File: src/rtl/sram_bist_pkg.sv
`default_nettype none
// ----------------------------------------------------------------------------
// sram_bist_pkg : FSM state encoding and error-counter width for sram_bist
// Rev 1.0
// ----------------------------------------------------------------------------
package sram_bist_pkg;

  localparam int ERR_W = 16;

  typedef enum logic [2:0] {
    S_IDLE    = 3'd0,
    S_WRITE   = 3'd1,
    S_RD_REQ  = 3'd2,
    S_RD_WAIT = 3'd3,
    S_DONE    = 3'd4
  } state_e;

endpackage
`default_nettype wire

File: src/rtl/sram_bist_cmp.sv
`default_nettype none
// ----------------------------------------------------------------------------
// sram_bist_cmp : pattern P(a)=PATTERN^a, optional inversion
//                 (IOB_SOC_SUT_BIST_INV_PASS_EN) and read-data mismatch flag
// Rev 1.0
// ----------------------------------------------------------------------------
module sram_bist_cmp #(
  parameter int                DATA_W  = 32,
  parameter int                ADDR_W  = 10,
  parameter logic [DATA_W-1:0] PATTERN = 32'hA5C3_0F96
) (
  input  logic [ADDR_W-1:0] addr_i,
`ifdef IOB_SOC_SUT_BIST_INV_PASS_EN
  input  logic              inv_i,
`endif
  input  logic [DATA_W-1:0] rdata_i,
  output logic [DATA_W-1:0] pat_o,
  output logic              mismatch_o
);

  logic [DATA_W-1:0] w_base;

  assign w_base = PATTERN ^ DATA_W'(addr_i);

`ifdef IOB_SOC_SUT_BIST_INV_PASS_EN
  assign pat_o = inv_i ? ~w_base : w_base;
`else
  assign pat_o = w_base;
`endif

  assign mismatch_o = (rdata_i != pat_o);

endmodule
`default_nettype wire

File: src/rtl/sram_bist.sv
`default_nettype none
// ----------------------------------------------------------------------------
// sram_bist : write-then-read SRAM self test over IOb-native bus;
//             IOB_SOC_SUT_BIST_INV_PASS_EN adds a second, inverted pass
// Rev 1.0
// ----------------------------------------------------------------------------
module sram_bist
  import sram_bist_pkg::*;
#(
  parameter int                DATA_W  = 32,
  parameter int                ADDR_W  = 10,
  parameter logic [DATA_W-1:0] PATTERN = 32'hA5C3_0F96
) (
  input  logic                clk_i,
  input  logic                arst_i,
  input  logic                cke_i,
  input  logic                start_i,
  input  logic [ADDR_W:0]     len_i,
  output logic                busy_o,
  output logic                done_o,
  output logic                pass_o,
  output logic [ERR_W-1:0]    err_cnt_o,
  output logic [ADDR_W-1:0]   fail_addr_o,
  output logic                avalid_o,
  output logic [ADDR_W-1:0]   addr_o,
  output logic [DATA_W-1:0]   wdata_o,
  output logic [DATA_W/8-1:0] wstrb_o,
  input  logic [DATA_W-1:0]   rdata_i,
  input  logic                rvalid_i,
  input  logic                ready_i
);

  localparam logic [ADDR_W:0] LEN_MAX = {1'b1, {ADDR_W{1'b0}}};

  state_e            state_q, state_d;
  logic [ADDR_W-1:0] addr_q, addr_d;
  logic [ADDR_W:0]   len_q, len_d;
  logic [ERR_W-1:0]  err_q, err_d;
  logic [ADDR_W-1:0] fail_q, fail_d;
`ifdef IOB_SOC_SUT_BIST_INV_PASS_EN
  logic              inv_q, inv_d;
`endif

  logic [DATA_W-1:0] w_pat;
  logic              w_mismatch;
  logic              w_last;
  logic [ADDR_W:0]   w_len_in;

  sram_bist_cmp #(
    .DATA_W  (DATA_W),
    .ADDR_W  (ADDR_W),
    .PATTERN (PATTERN)
  ) u_cmp (
    .addr_i     (addr_q),
`ifdef IOB_SOC_SUT_BIST_INV_PASS_EN
    .inv_i      (inv_q),
`endif
    .rdata_i    (rdata_i),
    .pat_o      (w_pat),
    .mismatch_o (w_mismatch)
  );

  assign w_len_in = (len_i > LEN_MAX) ? LEN_MAX : len_i;
  assign w_last   = ({1'b0, addr_q} == (len_q - 1'b1));

  always_comb begin
    state_d = state_q;
    addr_d  = addr_q;
    len_d   = len_q;
    err_d   = err_q;
    fail_d  = fail_q;
`ifdef IOB_SOC_SUT_BIST_INV_PASS_EN
    inv_d   = inv_q;
`endif
    case (state_q)
      S_IDLE, S_DONE: begin
        if (start_i) begin
          err_d   = '0;
          fail_d  = '0;
          addr_d  = '0;
          len_d   = w_len_in;
`ifdef IOB_SOC_SUT_BIST_INV_PASS_EN
          inv_d   = 1'b0;
`endif
          state_d = (len_i == '0) ? S_DONE : S_WRITE;
        end
      end
      S_WRITE: begin
        if (ready_i) begin
          if (w_last) begin
            addr_d  = '0;
            state_d = S_RD_REQ;
          end else begin
            addr_d = addr_q + 1'b1;
          end
        end
      end
      S_RD_REQ: begin
        if (ready_i) state_d = S_RD_WAIT;
      end
      S_RD_WAIT: begin
        if (rvalid_i) begin
          if (w_mismatch) begin
            if (err_q != {ERR_W{1'b1}}) err_d = err_q + 1'b1;
            // err_q cannot return to zero mid-test, so zero marks the first miss
            if (err_q == '0) fail_d = addr_q;
          end
          if (w_last) begin
`ifdef IOB_SOC_SUT_BIST_INV_PASS_EN
            if (!inv_q) begin
              inv_d   = 1'b1;
              addr_d  = '0;
              state_d = S_WRITE;
            end else begin
              state_d = S_DONE;
            end
`else
            state_d = S_DONE;
`endif
          end else begin
            addr_d  = addr_q + 1'b1;
            state_d = S_RD_REQ;
          end
        end
      end
      default: state_d = S_IDLE;
    endcase
  end

  always_ff @(posedge clk_i) begin
    if (arst_i) begin
      state_q <= S_IDLE;
      addr_q  <= '0;
      len_q   <= '0;
      err_q   <= '0;
      fail_q  <= '0;
    end else if (cke_i) begin
      state_q <= state_d;
      addr_q  <= addr_d;
      len_q   <= len_d;
      err_q   <= err_d;
      fail_q  <= fail_d;
    end
  end

`ifdef IOB_SOC_SUT_BIST_INV_PASS_EN
  always_ff @(posedge clk_i) begin
    if (arst_i) begin
      inv_q <= 1'b0;
    end else if (cke_i) begin
      inv_q <= inv_d;
    end
  end
`endif

  assign avalid_o    = (state_q == S_WRITE) || (state_q == S_RD_REQ);
  assign addr_o      = avalid_o ? addr_q : '0;
  assign wdata_o     = (state_q == S_WRITE) ? w_pat : '0;
  assign wstrb_o     = (state_q == S_WRITE) ? '1 : '0;
  assign busy_o      = avalid_o || (state_q == S_RD_WAIT);
  assign done_o      = (state_q == S_DONE);
  assign pass_o      = done_o && (err_q == '0);
  assign err_cnt_o   = err_q;
  assign fail_addr_o = fail_q;

endmodule
`default_nettype wire

File: config.mk
export PLATFORM = sky130hd
export DESIGN_NAME = sram_bist
export DESIGN_NICKNAME = d
export VERILOG_FILES = /design/src/rtl/sram_bist_pkg.sv /design/src/rtl/sram_bist_cmp.sv /design/src/rtl/sram_bist.sv
export SDC_FILE = /design/constraint.sdc
export NUM_CORES = 1
export LEC_CHECK = 0
export BUFFER_PORTS_ARGS = -buffer_cell sky130_fd_sc_hd__buf_2
export CORE_UTILIZATION = 40
export DETAILED_ROUTE_END_ITERATION = 7
export PLACE_DENSITY_LB_ADDON = 0.15
export SLEW_MARGIN = 20
export SYNTH_ARGS = -nofsm -noshare
export SYNTH_HDL_FRONTEND = slang
export SYNTH_HIERARCHICAL = 1
export SYNTH_SLANG_ARGS = --single-unit
export TNS_END_PERCENT = 10
File: constraint.sdc
create_clock -name clk_i -period 3.4 [get_ports clk_i]
set_input_delay 0.17 -clock clk_i [delete_from_list [all_inputs] [get_ports clk_i]]
set_output_delay 0.17 -clock clk_i [all_outputs]
set_load 0.02 [all_outputs]
==> run summary <==
Most frequent cell after synthesis: dfxtp_1
Area of the core: 8382 um2
Buf+Inv Stages, Crit Path: 0
First DRT Iteration DRCs: 204
Share of layout cells above drive strength 1: 27.88%
Drt total wl: 8.932 mm
Post-CTS sizing: 0
Post-synth ARST share: 0%
PortBufs: 112
Fin. Hold Viols: 0
Fin nets: 590
Max-slew violation count: 0
Top-area cell type share of the netlist area: 28.42%
Worst hold path type: primary input to flip-flop
CTS Buf Count: 5
First-pass GRT wire length: 14.01 mm
Fin area: 4110 um2
Initial antenna violation count: 0
Fill cell count: 881
Worst-case reg-to-reg path depth: 10
Synth Cell Area: 3522 um2
RSZ-0062 raised after global routing: false
Primary FF master, synth: dfxtp_1
Cell Pwr Density: 316.9 nW/um2
# rows: 33
GR Util All Layers: 19.56%
GRT overflow: 0
HPWL after DPL: 6.650 mm
Crit-path slowest cell: dfxtp_1
Top delay family on crit path: simple AND/OR/NAND/NOR gates
RD Place Congestion: 0.8303
Post-Syn Instances: 442
Via density: 5.114
CTS Buffer Depth: 2
Hold EP: len_q[0]
Die Span X: 95.84 um
Clock Tree Root: clkbuf_8
Drt first pass iters: 4
Max Clock Skew: 0.01669 ns
Area Overhead vs Synth: 16.70%
Crit path capture type: flip-flop
Hold buffers post-CTS: 0
Vias: 3288
Crit path largest cell delay: 0.59 ns
F_max: 340.0 MHz
Flop-to-flop setup slack: 0.46 ns
Setup Buffers After CTS: 0
Post-route clock period utilization: 86.51%
DRC: 0
Io pins: 125
Setup CP Type: flip-flop to flip-flop
Run status: finished, final reports clean
Synth warn: 6
R2R Path End: err_cnt_o[7]
Diode count: 0
Maxcap violations: 0
Die ar.: 9184 um2
Clk sink count: 50
Die Ht: 95.84 um
Clk slew on worst S/H paths: 0.11 ns
Fin crit period: 2.941 ns
Worst flop-to-flop path startpoint: addr_q[2]
CP Max Fanout: 10
Final setup TNS: 0 ns
Multi-input logic area: 2193 um2
Hold path depth: 3
Worst path required time: 3.59 ns
Slew HR: 50.30%
CTS tree: yes
Startpoint type of the worst setup path: flip-flop
Synth cell count leaders: 50 x dfxtp_1, 42 x and2_1, 30 x buf_4
Ranking of synthesized cells by area: dfxtp_1 28%, and2_1 7.5%, buf_4 6.4%, xor2_1 4.7%, a21oi_1 4.0%
Synth cell types: 66
Final std cells w/o fill: 643
# H-tree levels: 2
Avg Inst Size Synth: 7.969 um2
Post-synth EDFFs: 0
Area leader, netlist: dfxtp_1
Synth Register Bits: 50
Hold wc startpoint: len_i[0]
Clock Latency Late Sink: 0.32 ns
Crit path DAT: 3.13 ns
Setup-failing EPs final: 0
Worst-case vdd ir drop: 212.9 uV
Vias in the first global route: 2833
Area post-placement: 4018 um2
Sequential Area: 1001 um2
Largest net degree at the start of global routing: 37
Routed Antenna Nets: 0
Starting density of the core: 42.02%
Worst slew pin tran: 0.7446 ns
Average wire per standard cell: 13.89 um
Cells after DPL: 635
Static leakage: 0.001880 uW
Sequential cell area fraction in the yosys report: 28.42%
Critical-path cell list: xor2_1 -> nand4_1 -> or4_1 -> and4b_1 -> o2111ai_1 -> a41oi_2 -> nand4_1 -> nor2_1 -> xnor2_1 -> nor2_1
[cells in the final DEF, fill, tap and decap left out, types with 3 or more instances in the layout]
cell type | synthesis | final
buf_2 | 4 | 112
dfxtp_1 | 50 | 50
and2_1 | 42 | 42
a21oi_1 | 28 | 28
nor2_1 | 26 | 26
nand3_1 | 24 | 24
conb_1 | 2 | 22
nand2_1 | 21 | 21
xor2_1 | 19 | 19
inv_1 | 17 | 17
xnor2_1 | 15 | 15
nand2b_1 | 14 | 14
nor3_1 | 11 | 11
nand4_1 | 10 | 10
o21ai_0 | 10 | 10
nor4_1 | 9 | 9
buf_4 | 30 | 9
and3_1 | 8 | 8
a211o_1 | 8 | 8
or3_1 | 7 | 7
nand3b_1 | 5 | 5
clkbuf_8 | 1 | 5
and4_1 | 4 | 4
a22o_1 | 4 | 4
ha_1 | 4 | 4
or2_2 | 3 | 3
and3b_1 | 3 | 3
a211oi_1 | 3 | 3
[worst max-delay path by stage]
| stage | start | endpoint | slack, ns | cells past startpoint |
|---|---|---|---|---|
| global placement | addr_q[2] | err_cnt_o[7] | 0.51 | 10 |
| floorplan | len_q[0] | addr_q[9] | 1.01 | 9 |
| global route | addr_q[9] | err_cnt_o[7] | 0.27 | 10 |
| detailed placement | addr_q[9] | err_cnt_o[7] | 0.47 | 10 |
| finish | addr_q[2] | err_cnt_o[7] | 0.46 | 10 |
| CTS | addr_q[2] | err_cnt_o[7] | 0.46 | 10 |
[sequential cells by signal (all words and copies together), names as in the netlist]
signal	count
err_cnt_o	16
state_q	3
len_q	11
addr_q	10
fail_addr_o	10
[worst register-to-register path: cells and delay by family, from the launching register on]
family / cells / cell delay, ns
compound gates: 2 / 0.46
flops: 1 / 0.59
xor+xnor: 2 / 0.34
simple gates: 6 / 1.43
[metrics by stage]
stage | hold slack (ns) | util [%] | setup slack [ns] | total power, uW
2_1_floorplan | 0.2786 | - | 1.012 | 879.4
3_3_place_gp | 0.3966 | 47.93 | 0.5085 | 942.4
3_5_place_dp | 0.3972 | 47.93 | 0.4665 | 946.6
4_1_cts | 0.06933 | 49.04 | 0.4555 | 1313
5_1_grt | 0.08601 | 49.04 | 0.2740 | 1380
6_report | 0.06942 | 49.04 | 0.4586 | 1303
[power by group]
part / internal [uW] / switching, uW / total, uW
Clock: 148 / 221 / 369
Combinational: 123 / 198 / 321
Sequential: 594 / 18.6 / 613
[layout make-up]
cell class | count | share of cell area [%]
Multi-Input combinational cell | 342 | 53.36
Sequential cell | 50 | 24.35
Timing Repair Buffer | 121 | 15.28
Tap cell | 105 | 3.196
Clock buffer | 5 | 1.674
Inverter | 17 | 1.553
Clock inverter | 3 | 0.5784
[metal layers]
metal	vias to the layer above	share of wire, %	GRT usage, %
met5	-	0	0
met4	0	0.44	3.856
met3	2	7.1	3.712
met2	119	46	32.44
met1	1484	46	26.44
li1	1683	-	-
[logic make-up after synthesis]
| logic type | Yosys count | share of synthesized area [%] |
|---|---|---|
| flops | 50 | 28.42 |
| simple gates | 208 | 35.17 |
| xor+xnor | 34 | 8.455 |
| buf+inv | 70 | 11.44 |
| other cells | 2 | 0.2132 |
| compound gates | 72 | 14.14 |
| mux | 2 | 0.7459 |
| fa+ha+maj | 4 | 1.421 |
Note: power is estimated with default switching activity, not from simulation.
